## src/rtl/alu_seq_unit_if.sv

```systemverilog
// Request/response bundle between a controller (master) and the sequential ALU (slave).
interface alu_seq_unit_if #(
    parameter int WIDTH = 6
);
    logic                 start;
    logic [WIDTH-1:0]     a;
    logic [WIDTH-1:0]     b;
    logic [1:0]           func;
    logic                 busy;
    logic                 done;
    logic [2*WIDTH-1:0]   out;
    logic                 overflow;

    modport master (
        output start, a, b, func,
        input  busy, done, out, overflow
    );

    modport slave (
        input  start, a, b, func,
        output busy, done, out, overflow
    );
endinterface

```

## src/rtl/alu_seq_unit.sv

```systemverilog
// Multi-cycle signed ALU: add/sub finish in one cycle, mul/div iterate one bit per cycle.
//
// state  | meaning
// -------+----------------------------------------------------------
// S_IDLE | waiting for start; operands and func latched on accept
// S_CALC | one shift-add (mul) or restoring (div) step per cycle
// S_FIN  | result registers valid, done pulsed, back to S_IDLE
module alu_seq_unit #(
    parameter int WIDTH = 6
) (
    input  logic          clock,
    input  logic          reset,
    alu_seq_unit_if.slave bus
);
    localparam int CW = $clog2(WIDTH);

    typedef enum logic [1:0] {S_IDLE, S_CALC, S_FIN} state_t;

    state_t               state;
    state_t               state_nxt;
    logic [CW-1:0]        cnt;
    logic [1:0]           func_r;
    logic [WIDTH-1:0]     a_r;
    logic                 neg_res;
    logic                 sign_a;
    logic                 b_zero;
    logic                 div_ovf_case;
    // mul: multiplicand shifting left; div: divisor in the low half
    logic [2*WIDTH-1:0]   mcand;
    // mul: running product; div: partial remainder in the low half
    logic [2*WIDTH-1:0]   acc;
    // mul: multiplier shifting right; div: dividend shifting out, quotient shifting in
    logic [WIDTH-1:0]     shreg;
    logic [2*WIDTH-1:0]   out_r;
    logic                 ovf_r;

    logic                 accept;
    logic                 last_iter;
    logic [WIDTH-1:0]     mag_a;
    logic [WIDTH-1:0]     mag_b;
    logic [WIDTH-1:0]     sum_ab;
    logic [WIDTH-1:0]     diff_ab;
    logic                 ovf_add;
    logic                 ovf_sub;
    logic [2*WIDTH-1:0]   acc_nxt;
    logic [2*WIDTH-1:0]   mcand_nxt;
    logic [WIDTH-1:0]     sh_nxt;
    logic [WIDTH:0]       trial;
    logic [WIDTH:0]       trial_diff;
    logic [WIDTH-1:0]     quo;
    logic [WIDTH-1:0]     rem_v;
    logic [2*WIDTH-1:0]   res_calc;
    logic                 ovf_calc;

    assign accept    = (state == S_IDLE) && bus.start;
    assign last_iter = (state == S_CALC) && (cnt == CW'(WIDTH - 1));

    // Magnitudes stay W-bit unsigned so the most negative operand maps to 2^(W-1) exactly.
    assign mag_a   = bus.a[WIDTH-1] ? -bus.a : bus.a;
    assign mag_b   = bus.b[WIDTH-1] ? -bus.b : bus.b;
    assign sum_ab  = bus.a + bus.b;
    assign diff_ab = bus.a - bus.b;
    assign ovf_add = (bus.a[WIDTH-1] == bus.b[WIDTH-1]) && (sum_ab[WIDTH-1] != bus.a[WIDTH-1]);
    assign ovf_sub = (bus.a[WIDTH-1] != bus.b[WIDTH-1]) && (diff_ab[WIDTH-1] != bus.a[WIDTH-1]);

    // State register.
    always_ff @(posedge clock or posedge reset) begin
        if (reset) state <= S_IDLE;
        else       state <= state_nxt;
    end

    // Next-state decode.
    always_comb begin
        state_nxt = state;
        case (state)
            S_IDLE:  if (bus.start) state_nxt = bus.func[1] ? S_CALC : S_FIN;
            S_CALC:  if (last_iter) state_nxt = S_FIN;
            S_FIN:   state_nxt = S_IDLE;
            default: state_nxt = S_IDLE;
        endcase
    end

    // Handshake outputs decoded from state; done coincides with the last busy cycle.
    always_comb begin
        bus.busy = (state != S_IDLE);
        bus.done = (state == S_FIN);
    end

    // One iteration step: shift-add for mul, restoring subtract for div.
    always_comb begin
        acc_nxt    = acc;
        mcand_nxt  = mcand;
        sh_nxt     = shreg;
        trial      = '0;
        trial_diff = '0;
        if (func_r == 2'b10) begin
            if (shreg[0]) acc_nxt = acc + mcand;
            mcand_nxt = mcand << 1;
            sh_nxt    = shreg >> 1;
        end else begin
            trial      = {acc[WIDTH-1:0], shreg[WIDTH-1]};
            trial_diff = trial - {1'b0, mcand[WIDTH-1:0]};
            if (trial >= {1'b0, mcand[WIDTH-1:0]}) begin
                acc_nxt = {{(WIDTH-1){1'b0}}, trial_diff};
                sh_nxt  = {shreg[WIDTH-2:0], 1'b1};
            end else begin
                acc_nxt = {{(WIDTH-1){1'b0}}, trial};
                sh_nxt  = {shreg[WIDTH-2:0], 1'b0};
            end
        end
    end

    // Sign fix-up and divide special cases applied to the final iteration's values.
    // The -2^(W-1) / -1 case already produces the wrapped quotient; only the flag is added.
    always_comb begin
        quo      = neg_res ? -sh_nxt : sh_nxt;
        rem_v    = sign_a ? -acc_nxt[WIDTH-1:0] : acc_nxt[WIDTH-1:0];
        res_calc = '0;
        ovf_calc = 1'b0;
        if (func_r == 2'b10) begin
            res_calc = neg_res ? -acc_nxt : acc_nxt;
        end else if (b_zero) begin
            res_calc = {{WIDTH{1'b1}}, a_r};
            ovf_calc = 1'b1;
        end else begin
            res_calc = {quo, rem_v};
            ovf_calc = div_ovf_case;
        end
    end

    // Operand capture, iteration registers and result registers.
    always_ff @(posedge clock or posedge reset) begin
        if (reset) begin
            cnt          <= '0;
            func_r       <= '0;
            a_r          <= '0;
            neg_res      <= 1'b0;
            sign_a       <= 1'b0;
            b_zero       <= 1'b0;
            div_ovf_case <= 1'b0;
            mcand        <= '0;
            acc          <= '0;
            shreg        <= '0;
            out_r        <= '0;
            ovf_r        <= 1'b0;
        end else if (accept) begin
            cnt          <= '0;
            func_r       <= bus.func;
            a_r          <= bus.a;
            neg_res      <= bus.a[WIDTH-1] ^ bus.b[WIDTH-1];
            sign_a       <= bus.a[WIDTH-1];
            b_zero       <= (bus.b == '0);
            div_ovf_case <= (bus.a == {1'b1, {(WIDTH-1){1'b0}}}) && (bus.b == '1);
            acc          <= '0;
            mcand        <= {{WIDTH{1'b0}}, (bus.func[0] ? mag_b : mag_a)};
            shreg        <= bus.func[0] ? mag_a : mag_b;
            // add/sub results land now so they are valid in the following done cycle
            if (!bus.func[1]) begin
                out_r <= bus.func[0] ? {{WIDTH{diff_ab[WIDTH-1]}}, diff_ab}
                                     : {{WIDTH{sum_ab[WIDTH-1]}}, sum_ab};
                ovf_r <= bus.func[0] ? ovf_sub : ovf_add;
            end
        end else if (state == S_CALC) begin
            cnt   <= cnt + 1'b1;
            acc   <= acc_nxt;
            mcand <= mcand_nxt;
            shreg <= sh_nxt;
            if (last_iter) begin
                out_r <= res_calc;
                ovf_r <= ovf_calc;
            end
        end
    end

    assign bus.out      = out_r;
    assign bus.overflow = ovf_r;
endmodule

```

## src/flat_wrapper.sv

```systemverilog
// flat-port wrapper written by rule: the top's interface ports become plain ports
module alu_seq_unit_flat 
#(
    parameter int WIDTH = 6
)
  (clock, reset, bus_start, bus_a, bus_b, bus_func, bus_busy, bus_done, bus_out, bus_overflow);
  alu_seq_unit_if #(.WIDTH(WIDTH)) bus_i ();
  input  logic clock;
  input  logic reset;
  input wire logic [$bits(bus_i.start)-1:0] bus_start;
  input wire logic [$bits(bus_i.a)-1:0] bus_a;
  input wire logic [$bits(bus_i.b)-1:0] bus_b;
  input wire logic [$bits(bus_i.func)-1:0] bus_func;
  output wire logic [$bits(bus_i.busy)-1:0] bus_busy;
  output wire logic [$bits(bus_i.done)-1:0] bus_done;
  output wire logic [$bits(bus_i.out)-1:0] bus_out;
  output wire logic [$bits(bus_i.overflow)-1:0] bus_overflow;
  assign bus_i.start = bus_start;
  assign bus_i.a = bus_a;
  assign bus_i.b = bus_b;
  assign bus_i.func = bus_func;
  assign bus_busy = bus_i.busy;
  assign bus_done = bus_i.done;
  assign bus_out = bus_i.out;
  assign bus_overflow = bus_i.overflow;
  alu_seq_unit #(.WIDTH(WIDTH)) u_core (.clock(clock), .reset(reset), .bus(bus_i));
endmodule
```

## config.mk

```make
export PLATFORM = sky130hd
export DESIGN_NAME = alu_seq_unit_flat
export DESIGN_NICKNAME = d
export VERILOG_FILES = /design/src/rtl/alu_seq_unit_if.sv /design/src/rtl/alu_seq_unit.sv /design/src/flat_wrapper.sv
export SDC_FILE = /design/constraint.sdc
export NUM_CORES = 1
export LEC_CHECK = 0
export ABC_CLOCK_PERIOD_IN_PS = 4200
export CAP_MARGIN = 20
export CORE_ASPECT_RATIO = 0.9
export CORE_MARGIN = 2
export CORE_UTILIZATION = 38
export CTS_CLUSTER_SIZE = 20
export DETAILED_ROUTE_END_ITERATION = 16
export SYNTH_ARGS = -nofsm -noshare
export SYNTH_HDL_FRONTEND = slang
export SYNTH_SLANG_ARGS = --single-unit
```

## constraint.sdc

```tcl
create_clock -name clock -period 4.2 [get_ports clock]
set_clock_uncertainty 0.05 [all_clocks]
set_input_delay 0.63 -clock clock [delete_from_list [all_inputs] [get_ports clock]]
set_output_delay 0.63 -clock clock [all_outputs]
set_load 0.01 [all_outputs]
```

# == Word level (Yosys, flattened, before mapping) ==
# Cells that the tools add are included.
# op_classes
addsub,10
magnitude_cmp,1
eq_ne,13
n_mux,39
n_bitwise,1
n_reduce_logical,14
# op_table
op,n
$mux W12,15
$mux W6,9
$neg A6 Y6,4
$add A12 B12 Y12,1
$eq A6 B6 Y1 const B,2
$neg A12 Y12,1
$mux W1,8
$reduce_bool A2 Y1,4
$ge A7 B6 Y1,1
$mux W7,1
$sub A7 B6 Y7,1
$add A6 B6 Y6,1
$logic_not A6 Y1,1
$mux W2,3
$mux W3,2
$sub A6 B6 Y6,1
$logic_and A1 B1 Y1,5
$eq A2 B2 Y1 const B,2
$ne A2 B2 Y1 const B,2
$pmux W2 S2,1
$reduce_and A2 Y1,2
$add A3 B1 Y3 const B,1
$eq A3 B3 Y1 const B,1
$ne A1 B1 Y1,3
6 further kinds,6
# totals
register_bits,60

# == Depth between registers and ports, before layout ==
# depth
word_depth,10
mapped_depth,15

# == Worst setup path before layout ==
# Ideal clock, no wire load.
# synth_path
kind,register -> register
startpoint,reg u_core.acc[0]
endpoint,reg u_core.out_r[9] (netlist: u_core.bus.out[9])
setup_time_ns,0.078
t_arrival_ns,2.942
t_required_ns,4.072
path_slack_ns,1.130
stages_incl_launch_ff,13
cell_sequence,dfrtp_1 -> ha_1 -> fa_1 -> a21o_1 -> a221oi_2 -> o21ai_0 -> xor2_1 -> mux2_2 -> nand2_1 -> nand2_1 -> o21ai_0 -> mux2_2 -> a21oi_1
# synth_between
elab_chain_cells,10
elab_cells_between_ends,17
classes_between,4 x add/sub; 1 x order compare; 12 x mux
# synth_rtl
element,line,text
"start, declared",alu_seq_unit.sv:31,logic [2*WIDTH-1:0] acc;
"start signal, assigned",alu_seq_unit.sv:165,acc <= acc_nxt;
branches (longest 6 deep; another with $add A12 B12 Y12),--,
$mux W12 (*),alu_seq_unit.sv:120,if (func_r == 2'b10) begin
$mux W12 (*),alu_seq_unit.sv:168,if (last_iter) begin
$mux W12 (*),alu_seq_unit.sv:163,end else if (state == S_CALC) begin
$mux W12 (*),alu_seq_unit.sv:146,end else if (accept) begin
"end signal, assigned",alu_seq_unit.sv:159,"out_r <= bus.func[0] ? {{WIDTH{diff_ab[WIDTH-1]}}, diff_ab}"
"end signal, assigned",alu_seq_unit.sv:169,out_r <= res_calc;
"end, declared",alu_seq_unit.sv:34,logic [2*WIDTH-1:0] out_r;
# Every way passes the cells marked *. The select of a mux whose other input is x is not followed.
# A chain may end at the register's enable or synchronous reset.

# == Worst setup path after layout ==
# layout_path
startpoint,in bus_b[1]
endpoint,reg u_core.out_r[9] (netlist: u_core.bus.out[9])
# layout_between
elab_chain_cells,4
elab_cells_between_ends,5
classes_between,2 x add/sub; 3 x mux
# layout_rtl
element,line,text
"start, declared",flat_wrapper.sv:12,input wire logic [$bits(bus_i.b)-1:0] bus_b;
$add A6 B6 Y6 / $sub A6 B6 Y6 (equally long branches),"alu_seq_unit.sv:61, alu_seq_unit.sv:62",
$mux W12 (*),alu_seq_unit.sv:159,
$mux W12 (*),alu_seq_unit.sv:158,if (!bus.func[1]) begin
$mux W12 (*),alu_seq_unit.sv:146,
# Every way passes the cells marked *; elsewhere a longest branch is shown, timed or not. The select of a mux whose other input is x is not followed.

==> reports/qor.tcl <==
set qor(outcome) {finished, final reports clean}
set qor(setup_total_negative_slack_ns) 0
set qor(gp_congestion) 0.906
set qor(hold_class) {reg -> reg}
set qor(cts-hold-fix-buffers) 0
set qor(row_count) 40
set qor(top_level_ports) 32
set qor(fmax_ghz) 0.284
set qor(layout.cell_area.non_filler_sq_um) 5900
set qor(synthFlopType) {dfrtp_1}
set qor(ys_types) 72
set qor(die_width_um) 127
set qor(cts-root-buf) {clkbuf_16}
set qor(cts.htree.levels) 3
set qor(hold_violations) 0
set qor(total_via_count_in_the_routed_design) 4581
set qor(synth-async-reset-ratio_pct) 100
set qor(timing.rr.end) {u_core.bus.out[9]$_DFFE_PP0P_}
set qor(drt_iter0_drc) 339
set qor(clk_transition_reported_paths_ns) 0.05
set qor(max_slew.worst_pin.slew_ns) 0.721
set qor(clkLatencyLatePin_ns) 0.33
set qor(power.density_cell_area_nw_per_um2) 897
set qor(clock_tree_from_tritoncts) {built}
set qor(synth_most_common_cell) {nand2_1}
set qor(syn_inst) 620
set qor(ir_drop_v) 0.000326
set qor(grt_remaining_overflow) 0
set qor(max-cap-violations) 0
set qor(critical_path.max_fanout) 10
set qor(synth-seq-area-share_pct) 28.8
set qor(totalPowerFinal_mw) 5.29
set qor(grt_pass1_vias) 4486
set qor(groute.usage.overall_pct) 20.4
set qor(type_of_element_capturing_the_critical_path) {flip-flop}
set qor(filler_cell_count) 1314
set qor(setup-violations-final) 0
set qor(cts_max_path_buffers) 2
set qor(die-height_um) 114
set qor(placeableCoreArea_sq_um) 13300
set qor(critPathLaunchType) {input port}
set qor(worst-setup-path-type) {in -> reg}
set qor(syn_area_per_cell_sq_um) 8.28
set qor(worst-r2r-setup-slack_ns) 0.73
set qor(leakage_nw) 2.54
set qor(wire_length_of_the_first_global_routing_pass_um) 23600
set qor(netlist_area_sq_um) 5130
set qor(postSynthRegisterBits) 59
set qor(diodes) 0
set qor(leading_post_synthesis_cells_by_instance_count) {nand2_1, dfrtp_1, nor2_1}
set qor(antenna_violations_before_repair) 0
set qor(start_util_pct) 38.7
set qor(number_of_cts_inserted_buffers) 9
set qor(synthToLayoutAreaGrowth_pct) 14.9
set qor(multiInputGateArea_sq_um) 3370
set qor(final_ant_viol_nets) 0
set qor(slew_viol_final) 0
set qor(drc_errors) 0
set qor(ys_warn_count) 0
set qor(total_wire_length_um) 14200
set qor(crit_required_ns) 4.40
set qor(placement.io_buffers) 31
set qor(cp.arrival_ns) 3.72
set qor(synth_nets) 675
set qor(grt_max_degree) 49
set qor(detailedRoute.firstPassIterationCount) 5
set qor(postLayoutSetupSlackWorst_ns) 0.679
set qor(drive_above_1_share_pct) 9.02
set qor(clock_sinks) 59
set qor(synth_top_cells_by_area) {dfrtp_1, ha_1, nand2_1}
set qor(fin_crit_period_ns) 3.52
set qor(postCtsSetupRepairBufs) 0
set qor(most_area_hungry_cell_type_in_the_yosys_netlist) {dfrtp_1}
set qor(pre_cts_ws_ns) 0.373
set qor(reg2regPathDepth) 12
set qor(routed_wire_length_per_instance_um) 17.5
set qor(unrepaired_setup_endpoints_after_global_routing) {false}
set qor(placed_cell_area_sq_um) 5540
set qor(regToRegStartpoint) {u_core.acc[0]$_DFFE_PP0P_}
set qor(ff_latch_area_sq_um) 1480
set qor(synth_top_cell_area_share_pct) 28.8
set qor(relSlewSlack_pct) 51.6
set qor(synth-edff-count) 0
set qor(finalCritPeriodShare_pct) 83.8
set qor(hpwl_um) 10400
set qor(setup.worst_path.start) {bus_b[1]}
set qor(fin_worst_hold_slack_ns) 0.430
set qor(finish.net_count) 693
set qor(cts-resized-gates) 0
set qor(design.die.area_sq_um) 14500
set qor(routed_via_density) 5.65
set qor(hold_path_stages) 2
set qor(endpoint) {u_core.bus.out[9]$_DFFE_PP0P_}
## kinds of logic after synthesis
kind of cell / share of synthesized area [%]
simple gates: 20.3
compound gates: 26.7
xor+xnor: 5.80
flops: 28.8
fa+ha+maj: 9.84
buf+inv: 5.58
mux: 3.00
## cells in the final DEF (no fill, tap or decap), types with 3 or more instances in the layout
cell type	n
nand2_1	79
dfrtp_1	59
nor2_1	52
a21oi_1	47
o21ai_0	44
ha_1	34
clkdlybuf4s50_1	31
nand3_1	29
inv_1	27
xnor2_1	24
mux2i_1	12
a21o_1	12
o211ai_1	11
a211oi_1	11
nor3_1	11
xor2_1	10
nand2b_1	9
a31oi_1	9
clkbuf_16	9
buf_4	9
o31ai_1	7
nor2b_1	6
o21ai_1	6
and3_1	6
and2_1	4
o22ai_1	4
o22a_1	4
fa_1	4
o21bai_1	3
a211o_1	3
nor4_1	3
mux2_2	3
nand4_1	3
bufinv_16	3
## sequential cells by signal, indices dropped and copies added (netlist names)
register	flops
u_core.bus.overflow	1
u_core.bus.out	12
u_core.mcand	12
u_core.shreg	6
u_core.a_r	5
u_core.func_r	2
u_core.div_ovf_case	1
u_core.cnt	3
u_core.acc	12
u_core.neg_res	1
u_core.state	2
u_core.sign_a	1
u_core.b_zero	1
## worst min path at each step
stage,to,slack (ns),startpoint
after CTS,u_core.a_r[0]$_DFFE_PP0P_,0.44,u_core.a_r[0]$_DFFE_PP0P_
after detailed placement,u_core.a_r[0]$_DFFE_PP0P_,0.42,u_core.a_r[0]$_DFFE_PP0P_
final,u_core.a_r[0]$_DFFE_PP0P_,0.43,u_core.a_r[0]$_DFFE_PP0P_
after floorplan,u_core.a_r[3]$_DFFE_PP0P_,0.39,u_core.a_r[3]$_DFFE_PP0P_
after global placement,u_core.a_r[2]$_DFFE_PP0P_,0.41,u_core.a_r[2]$_DFFE_PP0P_
after global routing,u_core.func_r[1]$_DFFE_PP0P_,0.47,u_core.func_r[1]$_DFFE_PP0P_
## metal layers
metal / wire length (um) / GRT usage (%) / part of all wire [%] / vias up
li1: - / - / - / 2270
met4: 210 / 5.79 / 1.5 / 0
met2: 6370 / 32.2 / 45 / 94
met3: 618 / 3.04 / 4.4 / 16
met5: 0 / 0 / 0 / -
met1: 6970 / 29.1 / 49 / 2201
## worst max-delay path, stage by stage
cell and delay [ns]:
clkdlybuf4s50_1 0.63, inv_1 0.14, ha_1 0.32, nor2b_1 0.13, o21ai_0 0.14, nand2b_1 0.09
a21o_1 0.20, a21o_1 0.18, mux2i_1 0.19, xnor2_1 0.13, o21ai_1 0.59, o22ai_1 0.20
a21oi_1 0.15
## cell type report
class                   count  area share [%]
multi-input cells         499            57.2
flip-flops and latches     59            25.0
repair buffers             41            6.66
clock buffers               9            3.82
well taps                 168            3.56
clock inverters             7            1.97
inverters                  28            1.78
## stage by stage
stage               instances  util [%]
floorplan                 620         -
global placement          793      41.7
detailed placement        794      41.8
CTS                       810      44.4
global route              811      44.5
finish                    811      44.5
## power breakdown
part	leakage [nW]	internal (mW)	switching [mW]
logic	1.64	1.36	2.01
clock network	0.165	0.578	0.272
registers	0.730	0.795	0.275
total	2.54	2.73	2.56
Note: power is estimated with default switching activity, not from simulation.
==> patch 1 (config.mk and constraints unchanged) <==
Make the reset (`reset`) synchronous in 2 clocked blocks.
--- a/src/rtl/alu_seq_unit.sv
+++ b/src/rtl/alu_seq_unit.sv
@@ -66,3 +66,3 @@
     // State register.
-    always_ff @(posedge clock or posedge reset) begin
+    always_ff @(posedge clock) begin
         if (reset) state <= S_IDLE;
@@ -131,3 +131,3 @@
     // Operand capture, iteration registers and result registers.
-    always_ff @(posedge clock or posedge reset) begin
+    always_ff @(posedge clock) begin
         if (reset) begin
Formal check against the unedited RTL: differs if reset is asserted again (counterexample within 4 cycles, from zero or initial values and one cycle with reset high); with reset held inactive, the same outputs for 4 cycles.
==> patch 1 against the unedited design <==
- worst setup slack lost 0.29 ns
- critical path depth grew 1
- via count grew 9.8%
- wire length grew 4.6%
- design area shrank 2.4%
- die area shrank 2.5%
- highest routed layer unchanged
- sequential cell count is the same
- sequential share of layout area shrank 4.5 points
- area after synthesis shrank 2.6%
Power is not compared: it rests on default switching activity, and its combinational part moved more than twofold at a synthesized area within 25%.
==> patch 1: results (changes against the unedited design) <==
| Metric | Value |
|---|---|
| Max incr delay on CP | 0.55 ns (-0.08 ns) |
| Worst Setup Path Type | flip-flop to flip-flop |
| Status | finished clean |
| WL/cell | 17.3 um (-1.1%) |
| Top_reg_cell synth | dfxtp_1 |
| Hold Path Origin | u_core.div_ovf_case |
| First-pass GRT wire length | 24.6 mm (+4.3%) |
| Internal power component | 1.37 mW |
| Register area share after synthesis | 0.236 (-0.0514) |
| Worst EP arrival | 4.04 ns (+0.32 ns) |
| # fillers | 1346 (+2.4%) |
| Top cells by count, synth | nand2_1, a21oi_1, nor2_1 |
| Post-layout nets | 744 (+7.4%) |
| Initial DRC Count | 383 (+13%) |
| Dpl ws | 0.264 ns (-0.109 ns) |
| Slowest cell on crit path | or4_4 |
| GRT Util Overall | 0.213 (+0.00923) |
| Crit-path max FO | 8 (-2) |
| Reg-to-Reg End | u_core.bus.out[10] |
| DP Area | 5460 um^2 (-1.5%) |
| Synth area leaders | dfxtp_1, ha_1, nand2_1 |
| GP Congestion | 0.890 (-1.7%) |
| Placed Cells | 842 (+6.0%) |
| Hold_ws | 0.407 ns (-0.0223 ns) |
| Rel. slew slack | 0.529 (+0.0134) |
| Number of buffers created by CTS | 9 (unchanged) |
| Reg2reg start | u_core.mcand[5] |
| Hold endpoint | u_core.div_ovf_case |
| Yosys cell types | 76 (+5.6%) |
| Number of global-route vias before repair | 4756 (+6.0%) |
| Dpl hpwl | 10.9 mm (+4.6%) |
| Proportion of layout cells with a drive suffix above 1 | 0.0749 (-0.0153) |
| Synthesized net count | 729 (+8.0%) |
| Diode count | 0 (unchanged) |
| Reg2reg path depth | 14 (+2) |
| Average instance area after synthesis | 7.42 um^2 (-10%) |
| Async S/R FF share, synth | 0 (-1.00) |
| I/O Buffers | 31 (unchanged) |
| DRC viols | 0 (unchanged) |
| R2r setup slk | 0.38 ns (-0.35 ns) |
| Post-Route WL | 14.8 mm (+4.6%) |
## patch 1: cell count changes in the layout (fill, tap and decap cells not counted), sizes merged, moves of 11 or more
cell,change
o21ai,-12
nand2,+16
a21oi,+14
a211oi,+11
dfxtp,+59
nand3,-16
dfrtp,-59
## patch 1: how the worst max path moves through the flow
stage	cells past startpoint	slack (ns)	endpoint
finish	14	0.38	u_core.bus.out[10]
global route	14	0.20	u_core.bus.out[10]
CTS	14	0.42	u_core.bus.out[10]
detailed placement	13	0.26	u_core.bus.out[10]
global placement	13	0.41	u_core.bus.out[10]
floorplan	15	0.88	u_core.bus.out[10]
## patch 1: power groups by stage
stage | clock (mW) | sequential, mW | combinational (mW)
after global placement | 0 | 0.643 | 0.721
after CTS | 0.748 | 0.632 | 0.736
after floorplan | 0 | 0.629 | 0.545
after global routing | 0.776 | 0.638 | 0.818
after detailed placement | 0 | 0.644 | 0.731
final | 0.742 | 0.633 | 0.743
## patch 1: final cells by class
type | instances | area (um^2) | area share
clock buffers | 11 | 243 | 0.0422
clock inverters | 5 | 52.6 | 0.00913
inverters | 33 | 124 | 0.0215
multi-input cells | 540 | 3530 | 0.613
flip-flops and latches | 59 | 1180 | 0.205
well taps | 164 | 205 | 0.0356
repair buffers | 46 | 423 | 0.0734
## patch 1: per-layer routing
metal	wire, um	vias to the layer above	GRT usage
met5	0	-	0
li1	-	2460	-
met4	247	0	0.0622
met3	985	23	0.0350
met1	7230	2362	0.314
met2	6370	183	0.320
## patch 1: logic make-up after synthesis
family          count (synthesis)  share of synthesized area
simple gates                  245                      0.229
compound gates                215                      0.297
buf+inv                        75                     0.0588
flops                          59                      0.236
fa+ha+maj                      38                      0.101
xor+xnor                       28                     0.0490
mux                            14                     0.0288
==> patch 2 (config.mk and constraints unchanged) <==
Made on the original files. `WIDTH` is set to 6 in 3 places; all go to 12.
--- a/src/rtl/alu_seq_unit_if.sv
+++ b/src/rtl/alu_seq_unit_if.sv
@@ -2,3 +2,3 @@
 interface alu_seq_unit_if #(
-    parameter int WIDTH = 6
+    parameter int WIDTH = 12
 );
--- a/src/rtl/alu_seq_unit.sv
+++ b/src/rtl/alu_seq_unit.sv
@@ -8,3 +8,3 @@
 module alu_seq_unit #(
-    parameter int WIDTH = 6
+    parameter int WIDTH = 12
 ) (
--- a/src/flat_wrapper.sv
+++ b/src/flat_wrapper.sv
@@ -3,3 +3,3 @@
 #(
-    parameter int WIDTH = 6
+    parameter int WIDTH = 12
 )
Interface: changed (resized bus_a, bus_b and bus_out); port bits go from 32 to 56. The function was not compared with the original's and may differ.
==> patch 2 against the unedited design <==
- wire length is 140% higher
- sequential cell count is 49 higher
- critical endpoint is now u_core.bus.out[18]
- design area is 110% higher
- maximum frequency is 14% lower
- combinational power is 130% higher
- die area is 96% higher
- critical path type is now flip-flop to flip-flop
- largest power group unchanged
- worst setup slack worse by 0.57 ns
- total power is 99% higher
- via count is 130% higher
- hold slack hardly changed
- highest routed layer is now met5
- area after synthesis is 100% higher
==> patch 2: results (changes against the unedited design) <==
| Metric | Value |
|---|---|
| Clock Latency Late Sink | 0.37 ns (+0.04 ns) |
| Top cells by count, synth | nand2_1, dfrtp_1, nor2_1 |
| Async S/R FF share, synth | 1.00 (unchanged) |
| Metal2 WL | 14.8 mm (+130%) |
| H-tree depth | 3 (unchanged) |
| DRT met1 WL | 16.3 mm (+130%) |
| Top_reg_cell synth | dfrtp_1 |
| Number of global-route vias before repair | 9823 (+120%) |
| Top sig layer | met5 |
| Max VDD drop | 0.000424 V (+30%) |
| I/O Buffers | 55 (+77%) |
| Number of buffers created by CTS | 9 (unchanged) |
| Initial DRC Count | 1105 (+230%) |
| Root Driver | clkbuf_16 |
| Worst EP arrival | 4.33 ns (+0.61 ns) |
| Clock Tree Buf Depth | 2 (unchanged) |
| Synth warnings | 0 (unchanged) |
| Yosys cell types | 89 (+24%) |
| Register area share after synthesis | 0.263 (-0.0248) |
| GRT Util Overall | 0.244 (+0.0405) |
| DR pass1 iterations | 6 (+1) |
| Dpl ws | 0.0318 ns (-0.341 ns) |
| Vias/cell | 5.94 (+5.1%) |
| Diode count | 0 (unchanged) |
| Synthesized net count | 1430 (+110%) |
| Crit-path max FO | 5 (-5) |
| Largest net degree at the start of global routing | 62 (+27%) |
| Final ANT Viol Nets | 0 (unchanged) |
| Rel. slew slack | 0.446 (-0.0702) |
| Leakage | 5.19 nW (+100%) |
| Met3 wire len | 2.45 mm (+300%) |
| Dpl hpwl | 26.1 mm (+150%) |
| Post-layout nets | 1509 (+120%) |
| WL/cell | 19.4 um (+11%) |
| Hold Path Origin | u_core.a_r[2] |
| DP Area | 11700 um^2 (+110%) |
| Proportion of layout cells with a drive suffix above 1 | 0.125 (+0.0347) |
| Initial antenna violation count | 1 (+1) |
| # fillers | 2716 (+110%) |
| Max incr delay on CP | 0.44 ns (-0.19 ns) |
| Worst min path class | flip-flop to flip-flop |
| Synth area leaders | dfrtp_1, ha_1, nand2_1 |
| Slowest cell on crit path | or3_1 |
| Setup crit start | u_core.acc[2] |
| GP Congestion | 0.950 (+4.9%) |
| Status | finished clean |
| First-pass GRT wire length | 54.9 mm (+130%) |
| Clock transition at the registers of the reported paths | 0.08 ns (+0.03 ns) |
## patch 2: cell types whose count changed after synthesis, moves of 39 or more
cell	before	now
o21ai_0	44	99
dfrtp_1	59	108
a21oi_1	47	95
nor2_1	52	104
nand2_1	79	193
clkbuf_1	25	64
## patch 2: logic make-up after synthesis
group                      Yosys count  synth area share
and+or+nand+nor                    476             0.217
AOI/OAI and AO/OA                  442             0.294
buffers and inverters              144            0.0548
DFF                                108             0.263
xor gates and xnor gates            68            0.0579
adders and majority gates           67            0.0844
muxes                               29            0.0286
## patch 2: what timing repair did
| item | in CTS | in global routing |
|---|---|---|
| hold endpoints to repair | 0 | 0 |
| gates resized for setup | 0 | 23 |
| buffers inserted | 0 | 1 |
| setup endpoints to repair | 0 | 15 |
## patch 2: final cells by class
type	count	area [um^2]	share of cell area
Multi-Input combinational cell	1082	7140	0.589
Timing Repair Buffer	155	1300	0.107
Sequential cell	108	2700	0.223
Clock inverter	5	85.1	0.00702
Clock buffer	10	229	0.0189
Tap cell	354	443	0.0365
Inverter	57	216	0.0179
## patch 2: final timing paths
kind | endpoint | slack (ns) | cells after the start
hold reg to reg | u_core.a_r[2] | 0.43 | 2
hold / removal | u_core.a_r[2] | 0.43 | 2
setup reg to reg | u_core.bus.out[18] | 0.11 | 13
min in group asynchronous | u_core.neg_res | 0.72 | 2
max in group asynchronous | u_core.bus.out[0] | 2.60 | 3
setup / recovery | u_core.bus.out[18] | 0.11 | 13
## patch 2: power by group
| group | leakage, nW | total [mW] | internal [mW] | switching, mW |
|---|---|---|---|---|
| registers | 1.33 | 1.86 | 1.45 | 0.404 |
| clock network | 0.155 | 0.957 | 0.526 | 0.431 |
| logic | 3.71 | 7.70 | 3.20 | 4.51 |
## patch 2: per-layer routing
layer / GRT usage / vias to the layer above
met5: 0 / -
met4: 0.0671 / 2
met3: 0.0517 / 53
met2: 0.363 / 383
met1: 0.355 / 5041
li1: - / 5032
## patch 2: per-stage QoR
| stage | cells | total power, mW |
|---|---|---|
| after floorplan | 1334 | 6.65 |
| after global placement | 1755 | 9.25 |
| after detailed placement | 1755 | 9.28 |
| after CTS | 1770 | 10.3 |
| after global routing | 1771 | 11.3 |
| final | 1771 | 10.5 |
## patch 2: critical path: cells and delay by family (launching register included)
kind                       cells  cell delay [ns]
and+or+nand+nor                3             1.18
AOI/OAI and AO/OA              7             1.54
DFF                            1             0.38
buffers and inverters          1             0.15
muxes                          1             0.34
adders and majority gates      1             0.40
